<file path="src/rtl/dw_sum_pkg.sv">
// Shared elaboration-time helpers for the dw_sum_pipe adder tree.
//   clog2       : ceiling log2, returns 0 for an argument of 0 or 1
//   tree_w      : adder-tree width that can hold the sum of n lanes
//   level_cnt   : operand count entering tree level lvl
//   level_reg   : whether tree level lvl carries a pipeline register
//   max_val/min_val : OUT range limits, 64-bit two's complement, w in 1..62
package dw_sum_pkg;

  function automatic int unsigned clog2(input int unsigned v);
    int unsigned r;
    r = 0;
    for (int unsigned i = 0; i < 32; i++) begin
      if ((64'd1 << i) < 64'(v)) r = i + 1;
    end
    return r;
  endfunction

  function automatic int unsigned tree_w(input int unsigned in_w, input int unsigned n);
    return in_w + clog2(n);
  endfunction

  function automatic int unsigned level_cnt(input int unsigned n, input int unsigned lvl);
    int unsigned c;
    c = n;
    for (int unsigned i = 0; i < 32; i++) begin
      if (i < lvl) c = (c + 1) / 2;
    end
    return c;
  endfunction

  // Spread nregs registers over levels; a level is registered where the running share
  // floor((lvl+1)*nregs/levels) steps up, which favours later levels when uneven.
  function automatic bit level_reg(input int unsigned levels, input int unsigned nregs,
                                   input int unsigned lvl);
    if (levels == 0) return 1'b0;
    return ((lvl + 1) * nregs / levels) > (lvl * nregs / levels);
  endfunction

  function automatic logic [63:0] max_val(input bit tc, input int unsigned w);
    if (tc) return (64'd1 << (w - 1)) - 64'd1;
    return (64'd1 << w) - 64'd1;
  endfunction

  function automatic logic [63:0] min_val(input bit tc, input int unsigned w);
    if (tc) return 64'd0 - (64'd1 << (w - 1));
    return 64'd0;
  endfunction

endpackage

</file>
<file path="src/rtl/dw_sum_tree_level.sv">
// One pairwise-add level of the dw_sum_pipe adder tree.
//   clk, rst_n          : clock / async active-low reset (used only when REG=1)
//   en                  : pipeline advance
//   in_valid, in_last   : sideband travelling with the operands
//   in_bus              : NUM_LANES lanes of LANE_W bits, only the low IN_CNT lanes are live
//   out_valid, out_last : sideband after this level
//   out_bus             : ceil(IN_CNT/2) live lanes, unused upper lanes are zero
module dw_sum_tree_level #(
  parameter int unsigned NUM_LANES = 4,
  parameter int unsigned IN_CNT    = 4,
  parameter int unsigned LANE_W    = 10,
  parameter bit          REG       = 1'b0
) (
  input  logic                        clk,
  input  logic                        rst_n,
  input  logic                        en,
  input  logic                        in_valid,
  input  logic                        in_last,
  input  logic [NUM_LANES*LANE_W-1:0] in_bus,
  output logic                        out_valid,
  output logic                        out_last,
  output logic [NUM_LANES*LANE_W-1:0] out_bus
);

  localparam int unsigned OutCnt = (IN_CNT + 1) / 2;

  logic [NUM_LANES*LANE_W-1:0] sum;

  // Width is sized for the whole tree, so a pair sum never overflows a lane.
  always_comb begin
    sum = '0;
    for (int unsigned j = 0; j < OutCnt; j++) begin
      if (2 * j + 1 < IN_CNT) begin
        sum[j*LANE_W +: LANE_W] = in_bus[2*j*LANE_W +: LANE_W] +
                                  in_bus[(2*j+1)*LANE_W +: LANE_W];
      end else begin
        sum[j*LANE_W +: LANE_W] = in_bus[2*j*LANE_W +: LANE_W];
      end
    end
  end

  if (REG) begin : g_reg
    logic                        valid_q;
    logic                        last_q;
    logic [NUM_LANES*LANE_W-1:0] bus_q;

    always_ff @(posedge clk or negedge rst_n) begin
      if (!rst_n) begin
        valid_q <= 1'b0;
        last_q  <= 1'b0;
        bus_q   <= '0;
      end else if (en) begin
        valid_q <= in_valid;
        last_q  <= in_last;
        bus_q   <= sum;
      end
    end

    assign out_valid = valid_q;
    assign out_last  = last_q;
    assign out_bus   = bus_q;
  end else begin : g_comb
    assign out_valid = in_valid;
    assign out_last  = in_last;
    assign out_bus   = sum;
  end

endmodule

</file>
<file path="src/rtl/dw_sum_pipe.sv">
// Pipelined multi-operand adder with valid/ready on both sides.
//   clk, rst_n            : clock / async active-low reset
//   in_valid, in_ready    : input handshake, in_ready is the pipeline enable
//   in_data, in_mask      : NUM_INPUTS lanes of IN_WIDTH bits, mask bit 0 zeroes a lane
//   in_last               : closes an accumulation group (ACC_MODE=1 only)
//   out_valid, out_ready  : output handshake, outputs hold while stalled
//   out_sum, out_ovf      : wrapped/clamped result and overflow flag (sticky over a group)
// OUT_WIDTH is limited to 62 bits by the 64-bit range helpers.
module dw_sum_pipe
  import dw_sum_pkg::*;
#(
  parameter int unsigned NUM_INPUTS = 4,
  parameter int unsigned IN_WIDTH   = 32,
  parameter int unsigned OUT_WIDTH  = IN_WIDTH + clog2(NUM_INPUTS),
  parameter int unsigned STAGES     = 2,
  parameter int unsigned TC_MODE    = 0,
  parameter int unsigned SAT_MODE   = 0,
  parameter int unsigned ACC_MODE   = 0
) (
  input  logic                           clk,
  input  logic                           rst_n,
  input  logic                           in_valid,
  output logic                           in_ready,
  input  logic [NUM_INPUTS*IN_WIDTH-1:0] in_data,
  input  logic [NUM_INPUTS-1:0]          in_mask,
  input  logic                           in_last,
  output logic                           out_valid,
  input  logic                           out_ready,
  output logic [OUT_WIDTH-1:0]           out_sum,
  output logic                           out_ovf
);

  localparam int unsigned Levels = clog2(NUM_INPUTS);
  localparam int unsigned TreeW  = tree_w(IN_WIDTH, NUM_INPUTS);
  // Headroom for range checks and for acc + converted sum at OUT_WIDTH+1 bits.
  localparam int unsigned ExtW   = ((TreeW > OUT_WIDTH + 1) ? TreeW : OUT_WIDTH + 1) + 1;
  localparam logic [63:0] Max64  = max_val(TC_MODE != 0, OUT_WIDTH);
  localparam logic [63:0] Min64  = min_val(TC_MODE != 0, OUT_WIDTH);
  localparam logic signed [ExtW-1:0] MaxV = $signed(Max64[ExtW-1:0]);
  localparam logic signed [ExtW-1:0] MinV = $signed(Min64[ExtW-1:0]);

  typedef struct packed {
    logic                 ovf;
    logic [OUT_WIDTH-1:0] res;
  } fit_t;

  function automatic logic signed [ExtW-1:0] ext_tree(input logic [TreeW-1:0] v);
    if (TC_MODE != 0) return ExtW'($signed(v));
    return ExtW'(v);
  endfunction

  function automatic logic signed [ExtW-1:0] ext_out(input logic [OUT_WIDTH-1:0] v);
    if (TC_MODE != 0) return ExtW'($signed(v));
    return ExtW'(v);
  endfunction

  // Range check against the OUT_WIDTH limits, then clamp or keep the low bits.
  function automatic fit_t fit(input logic signed [ExtW-1:0] v);
    fit_t f;
    logic hi;
    logic lo;
    hi    = v > MaxV;
    lo    = v < MinV;
    f.ovf = hi | lo;
    f.res = v[OUT_WIDTH-1:0];
    if (SAT_MODE != 0) begin
      if (hi) f.res = MaxV[OUT_WIDTH-1:0];
      else if (lo) f.res = MinV[OUT_WIDTH-1:0];
    end
    return f;
  endfunction

  logic en;
  assign en       = !out_valid | out_ready;
  assign in_ready = en;

  // Lane masking and extension to tree width.
  logic [NUM_INPUTS*TreeW-1:0] lane_bus;
  always_comb begin
    logic [IN_WIDTH-1:0] lane;
    lane_bus = '0;
    lane     = '0;
    for (int unsigned k = 0; k < NUM_INPUTS; k++) begin
      lane = in_mask[k] ? in_data[k*IN_WIDTH +: IN_WIDTH] : '0;
      if (TC_MODE != 0) lane_bus[k*TreeW +: TreeW] = TreeW'($signed(lane));
      else              lane_bus[k*TreeW +: TreeW] = TreeW'(lane);
    end
  end

  logic [NUM_INPUTS*TreeW-1:0] lvl_bus   [Levels+1];
  logic                        lvl_valid [Levels+1];
  logic                        lvl_last  [Levels+1];

  assign lvl_bus[0]   = lane_bus;
  assign lvl_valid[0] = in_valid;
  assign lvl_last[0]  = in_last;

  for (genvar l = 0; l < Levels; l++) begin : g_lvl
    dw_sum_tree_level #(
      .NUM_LANES (NUM_INPUTS),
      .IN_CNT    (level_cnt(NUM_INPUTS, l)),
      .LANE_W    (TreeW),
      .REG       (level_reg(Levels, STAGES - 1, l))
    ) u_level (
      .clk       (clk),
      .rst_n     (rst_n),
      .en        (en),
      .in_valid  (lvl_valid[l]),
      .in_last   (lvl_last[l]),
      .in_bus    (lvl_bus[l]),
      .out_valid (lvl_valid[l+1]),
      .out_last  (lvl_last[l+1]),
      .out_bus   (lvl_bus[l+1])
    );
  end

  logic [TreeW-1:0] tree_sum;
  logic             tree_valid;
  logic             tree_last;
  assign tree_sum   = lvl_bus[Levels][TreeW-1:0];
  assign tree_valid = lvl_valid[Levels];
  assign tree_last  = (ACC_MODE == 0) | lvl_last[Levels];

  logic                 out_valid_q, out_valid_d;
  logic [OUT_WIDTH-1:0] sum_q, sum_d;
  logic                 ovf_q, ovf_d;
  logic [OUT_WIDTH-1:0] acc_q, acc_d;
  logic                 sticky_q, sticky_d;
  fit_t                 conv;
  fit_t                 acc_fit;
  logic                 beat_ovf;

  always_comb begin
    conv        = fit(ext_tree(tree_sum));
    acc_fit     = fit(ext_out(acc_q) + ext_out(conv.res));
    beat_ovf    = conv.ovf | acc_fit.ovf;
    out_valid_d = out_valid_q;
    sum_d       = sum_q;
    ovf_d       = ovf_q;
    acc_d       = acc_q;
    sticky_d    = sticky_q;
    if (en) begin
      out_valid_d = 1'b0;
      if (tree_valid) begin
        if (ACC_MODE == 0) begin
          out_valid_d = 1'b1;
          sum_d       = conv.res;
          ovf_d       = conv.ovf;
        end else if (tree_last) begin
          out_valid_d = 1'b1;
          sum_d       = acc_fit.res;
          ovf_d       = sticky_q | beat_ovf;
          acc_d       = '0;
          sticky_d    = 1'b0;
        end else begin
          acc_d       = acc_fit.res;
          sticky_d    = sticky_q | beat_ovf;
        end
      end
    end
  end

  always_ff @(posedge clk or negedge rst_n) begin
    if (!rst_n) begin
      out_valid_q <= 1'b0;
      sum_q       <= '0;
      ovf_q       <= 1'b0;
      acc_q       <= '0;
      sticky_q    <= 1'b0;
    end else begin
      out_valid_q <= out_valid_d;
      sum_q       <= sum_d;
      ovf_q       <= ovf_d;
      acc_q       <= acc_d;
      sticky_q    <= sticky_d;
    end
  end

  assign out_valid = out_valid_q;
  assign out_sum   = sum_q;
  assign out_ovf   = ovf_q;

endmodule

</file>
<file path="config.mk">
export PLATFORM = sky130hd
export DESIGN_NAME = dw_sum_pipe
export DESIGN_NICKNAME = d
export VERILOG_FILES = /design/src/rtl/dw_sum_pkg.sv /design/src/rtl/dw_sum_tree_level.sv /design/src/rtl/dw_sum_pipe.sv
export SDC_FILE = /design/constraint.sdc
export NUM_CORES = 1
export LEC_CHECK = 0
export CORE_MARGIN = 4
export CORE_UTILIZATION = 55
export CTS_CLUSTER_SIZE = 20
export DETAILED_ROUTE_END_ITERATION = 7
export PLACE_DENSITY = 0.86
export SETUP_SLACK_MARGIN = 0.05
export SYNTH_ARGS = -nofsm -noshare
export SYNTH_HDL_FRONTEND = slang
export SYNTH_SLANG_ARGS = --single-unit
</file>
<file path="constraint.sdc">
create_clock -name clk -period 3.14 [get_ports clk]
set_input_delay 0.314 -clock clk [delete_from_list [all_inputs] [get_ports clk]]
set_output_delay 0.314 -clock clk [all_outputs]
set_load 0.1 [all_outputs]
</file>
==> metrics.md <==
| Metric | Value |
|---|---|
| Status | `finished, violations left` |
| Failing checks | `setup timing` |
| First-pass GRT wire length | `35300 µm` |
| Pin count of the biggest net entering global routing | `71` |
| Worst Path Max Fanout | `5` |
| Worst Hold Class | `input port to async pin` |
| Core ar. | `0.0120 mm²` |
| Layout cells sized above 1 | `35.3%` |
| Tot Pwr | `8.45 mW` |
| Mapped Area | `0.00674 mm²` |
| Post-DRT Antenna Nets | `0` |
| Std-Cell Rows | `40` |
| Max-slew headroom | `34.6%` |
| Main combinational cell family by area after synthesis | `adder cells` |
| Worst Max-Slew Pin Slew | `0.978 ns` |
| Hold buffer count at cts | `0` |
| Most frequent cells in the layout | `128 x buf_4, 114 x clkdlybuf4s50_1, 99 x inv_1` |
| WP data required | `3.35 ns` |
| Arrival time worst endpoint | `3.84 ns` |
| TritonRoute pass-1 iters | `6` |
| CP delay by family, top | `adder cells` |
| Post-Synth Simple-Gate Area | `18.6%` |
| CP cell instances | `dlygate4sd2_1 -> nand2_2 -> fa_1 -> fa_1 -> inv_2 -> ha_4 -> fa_2 -> a211oi_4 -> o211ai_1 -> a21oi_4 -> buf_6 -> o31ai_4 -> o22a_4 -> a31o_4 -> a22o_1` |
| Setup crit start kind | `input port` |
| WP buf/inv | `3` |
| Top_reg_cell synth | `dfrtp_1` |
| Residual DRC | `0` |
| Number of synthesized flops with an enable pin | `0` |
| Yosys Warn Count | `0` |
| Die ar. | `0.0141 mm²` |
| CTS tree | `yes` |
| Adder-cell area share of the yosys netlist | `25.2%` |
| Critical path capture point type | `flip-flop` |
| CTS root buffer | `clkbuf_16` |
| Ys async rst share | `100%` |
| Most used cell, CP | `fa_1` |
| Final wirelength | `27200 µm` |
| Die height | `119 µm` |
| Pwr/cell area | `776 mW/mm²` |
| Syn avg cell area | `8.82 µm²` |
| Final setup violation count | `26` |
| Final hold vios | `0` |
| Mux share of post-synthesis cell area | `6.28%` |
| Area delta synth->final | `61.6%` |
| Initial DRC count | `664` |
| Total track usage | `31.1%` |
| Gate Count Post-Synth | `764` |
| Clk Latency, worst-skew pair | `0.33 ns` |
| Routed WL per cell | `22.6 µm` |
| Worst Setup Slack, final | `-0.483 ns` |
| GP Congestion | `0.869` |
| Post-Synth XOR/XNOR Area | `3.25%` |
| # diodes | `0` |
| Total gr overflow | `0` |
| Port bufs | `171` |
| Total leakage power | `5.13 nW` |
| Fin nets | `1283` |
| Crit path largest cell delay | `0.54 ns` |
| Period utilization | `115%` |
| #FFs+latches synth | `70` |
| TritonCTS Buffers | `9` |
| Clock buffer depth | `2` |
| Initial antenna violation count | `0` |
| Worst path slowest cell | `fa_1` |
| Max Cap Violations | `0` |
| Via count | `7222` |
| Fin crit period | `3.62 ns` |
| Post-DR vias/cell | `6.01` |
| Seq/Total Area, Yosys | `26.0%` |
| Fin. max-slew vios | `0` |
| Vias in the first global route | `7198` |
| Clk slew on worst S/H paths | `0.05 ns` |
| Sink Count | `70` |
| Skew final | `0.00454 ns` |
| RSZ-0062 raised after global routing | `yes` |
| Worst vdd ir | `0.000411 V` |
| Die Span X | `119 µm` |
| Synth Area in Compound Gates | `12.1%` |
| Ports | `174` |
| Post-placement setup slack | `-1.03 ns` |
| Layout fillers | `463` |
| Synth Net Count | `998` |
| CP Class | `input port to flip-flop` |
| Fmax achieved | `0.276 GHz` |
| Post-synth cell types | `47` |
| Htree depth | `3` |
| Most common cell after layout, fill and taps aside | `buf_4` |
| Post-DP HPWL | `14600 µm` |
| Initial Utilization | `56.1%` |
## final timing paths
path | slack [ns] | end | depth (start not counted) | start
max in group asynchronous | 2.42 | g_lvl[1].u_level.out_bus[10] | 2 | rst_n
min in group clk | 0.46 | g_lvl[1].u_level.out_bus[1] | 2 | g_lvl[1].u_level.out_bus[1]
min | 0.17 | g_lvl[1].u_level.out_bus[20] | 2 | rst_n
max reg2reg | 1.41 | g_lvl[1].u_level.out_bus[25] | 7 | out_valid
min reg2reg | 0.46 | g_lvl[1].u_level.out_bus[1] | 2 | g_lvl[1].u_level.out_bus[1]
max | -0.48 | g_lvl[1].u_level.out_bus[31] | 15 | in_data[65]
## sequential cells by signal, summed over array words and instances (netlist names)
name                     flops
g_lvl.u_level.out_valid      1
out_sum                     34
g_lvl.u_level.out_bus       34
out_valid                    1
## cells by family after synthesis
logic type,Yosys count
AOI/OAI and AO/OA,135
xor gates and xnor gates,25
adders and majority gates,97
buffers and inverters,151
DFF,70
muxes,38
other,1
and+or+nand+nor,247
## worst reg2reg max path, cell delays in order (launching register included)
cell and delay, ns:
dfrtp_1 0.36, nor2b_2 0.17, inv_1 0.06, buf_4 0.27, and2_1 0.28, mux2i_1 0.15, o21ai_0 0.11, a311oi_1 0.23
## area by class of cell
cell class,instances,area [µm²],share of cell area [%]
clock inverter,4,70.1,0.644
sequential,70,1750,16.1
tap,147,184,1.69
multi-input combinational,543,5260,48.3
timing repair buffer,309,2940,27.0
clock buffer,12,246,2.26
inverter,116,435,4.00
## synth_stat cells, types with 2 or more instances
| cell | n | area (µm²) |
|---|---|---|
| buf_2 | 2 | 10.0 |
| nand4_1 | 7 | 43.8 |
| o211ai_1 | 6 | 45.0 |
| dfrtp_1 | 70 | 1750 |
| nor3_1 | 5 | 25.0 |
| nand2_1 | 85 | 319 |
| a211oi_1 | 6 | 45.0 |
| clkbuf_1 | 31 | 116 |
| nand2b_1 | 4 | 25.0 |
| a31oi_1 | 5 | 31.3 |
| mux2_2 | 34 | 383 |
| or3_1 | 2 | 12.5 |
| o21a_1 | 4 | 30.0 |
| o211ai_2 | 2 | 25.0 |
| nand3_1 | 9 | 45.0 |
| and2_1 | 95 | 594 |
| mux2i_1 | 4 | 40.0 |
| o21ai_0 | 34 | 170 |
| nor2_1 | 30 | 113 |
| nor4b_1 | 3 | 26.3 |
| a21boi_0 | 2 | 15.0 |
| nor2b_1 | 2 | 12.5 |
| a21oi_1 | 55 | 275 |
| inv_1 | 116 | 435 |
| ha_1 | 33 | 413 |
| xor2_1 | 11 | 96.3 |
| a21o_1 | 8 | 60.1 |
| xnor2_1 | 14 | 123 |
| fa_1 | 64 | 1280 |
| a311oi_1 | 3 | 26.3 |
| o21bai_1 | 2 | 15.0 |
## stage by stage
stage          utilization [%]  std cells  instance area, µm²  TNS [ns]  hold WS (ns)
2_1_floorplan                -        764                7010     -1.60        0.0184
3_3_place_gp              78.5       1154                9430    -20.97         0.449
3_5_place_dp              78.5       1154                9430    -23.01         0.454
4_1_cts                   86.9       1186               10400     -4.10         0.203
5_1_grt                   90.6       1201               10900     -9.14         0.259
6_report                  90.6       1201               10900     -7.40         0.172
## per-layer routing
| metal | global-route usage [%] | up-vias | routed length (µm) |
|---|---|---|---|
| met4 | 10.6 | 0 | 2140 |
| met5 | 0 | - | 0 |
| met3 | 5.26 | 201 | 2420 |
| li1 | - | 3010 | - |
| met1 | 37.2 | 3452 | 9230 |
| met2 | 56.4 | 559 | 13400 |
## report_power, final
group	internal, mW	switching [mW]
Combinational	2.16	3.62
Sequential	1.33	0.260
Clock	0.714	0.359
Total	4.21	4.24
## timing repair
| action | CTS | global route |
|---|---|---|
| gates resized for setup | 160 | 81 |
| buffers inserted | 13 | 15 |
| gates cloned | 4 | 2 |
| pin swaps | 88 | 78 |
| endpoints found under the setup margin | 29 | 28 |
Power figures use the tool's default switching activity.
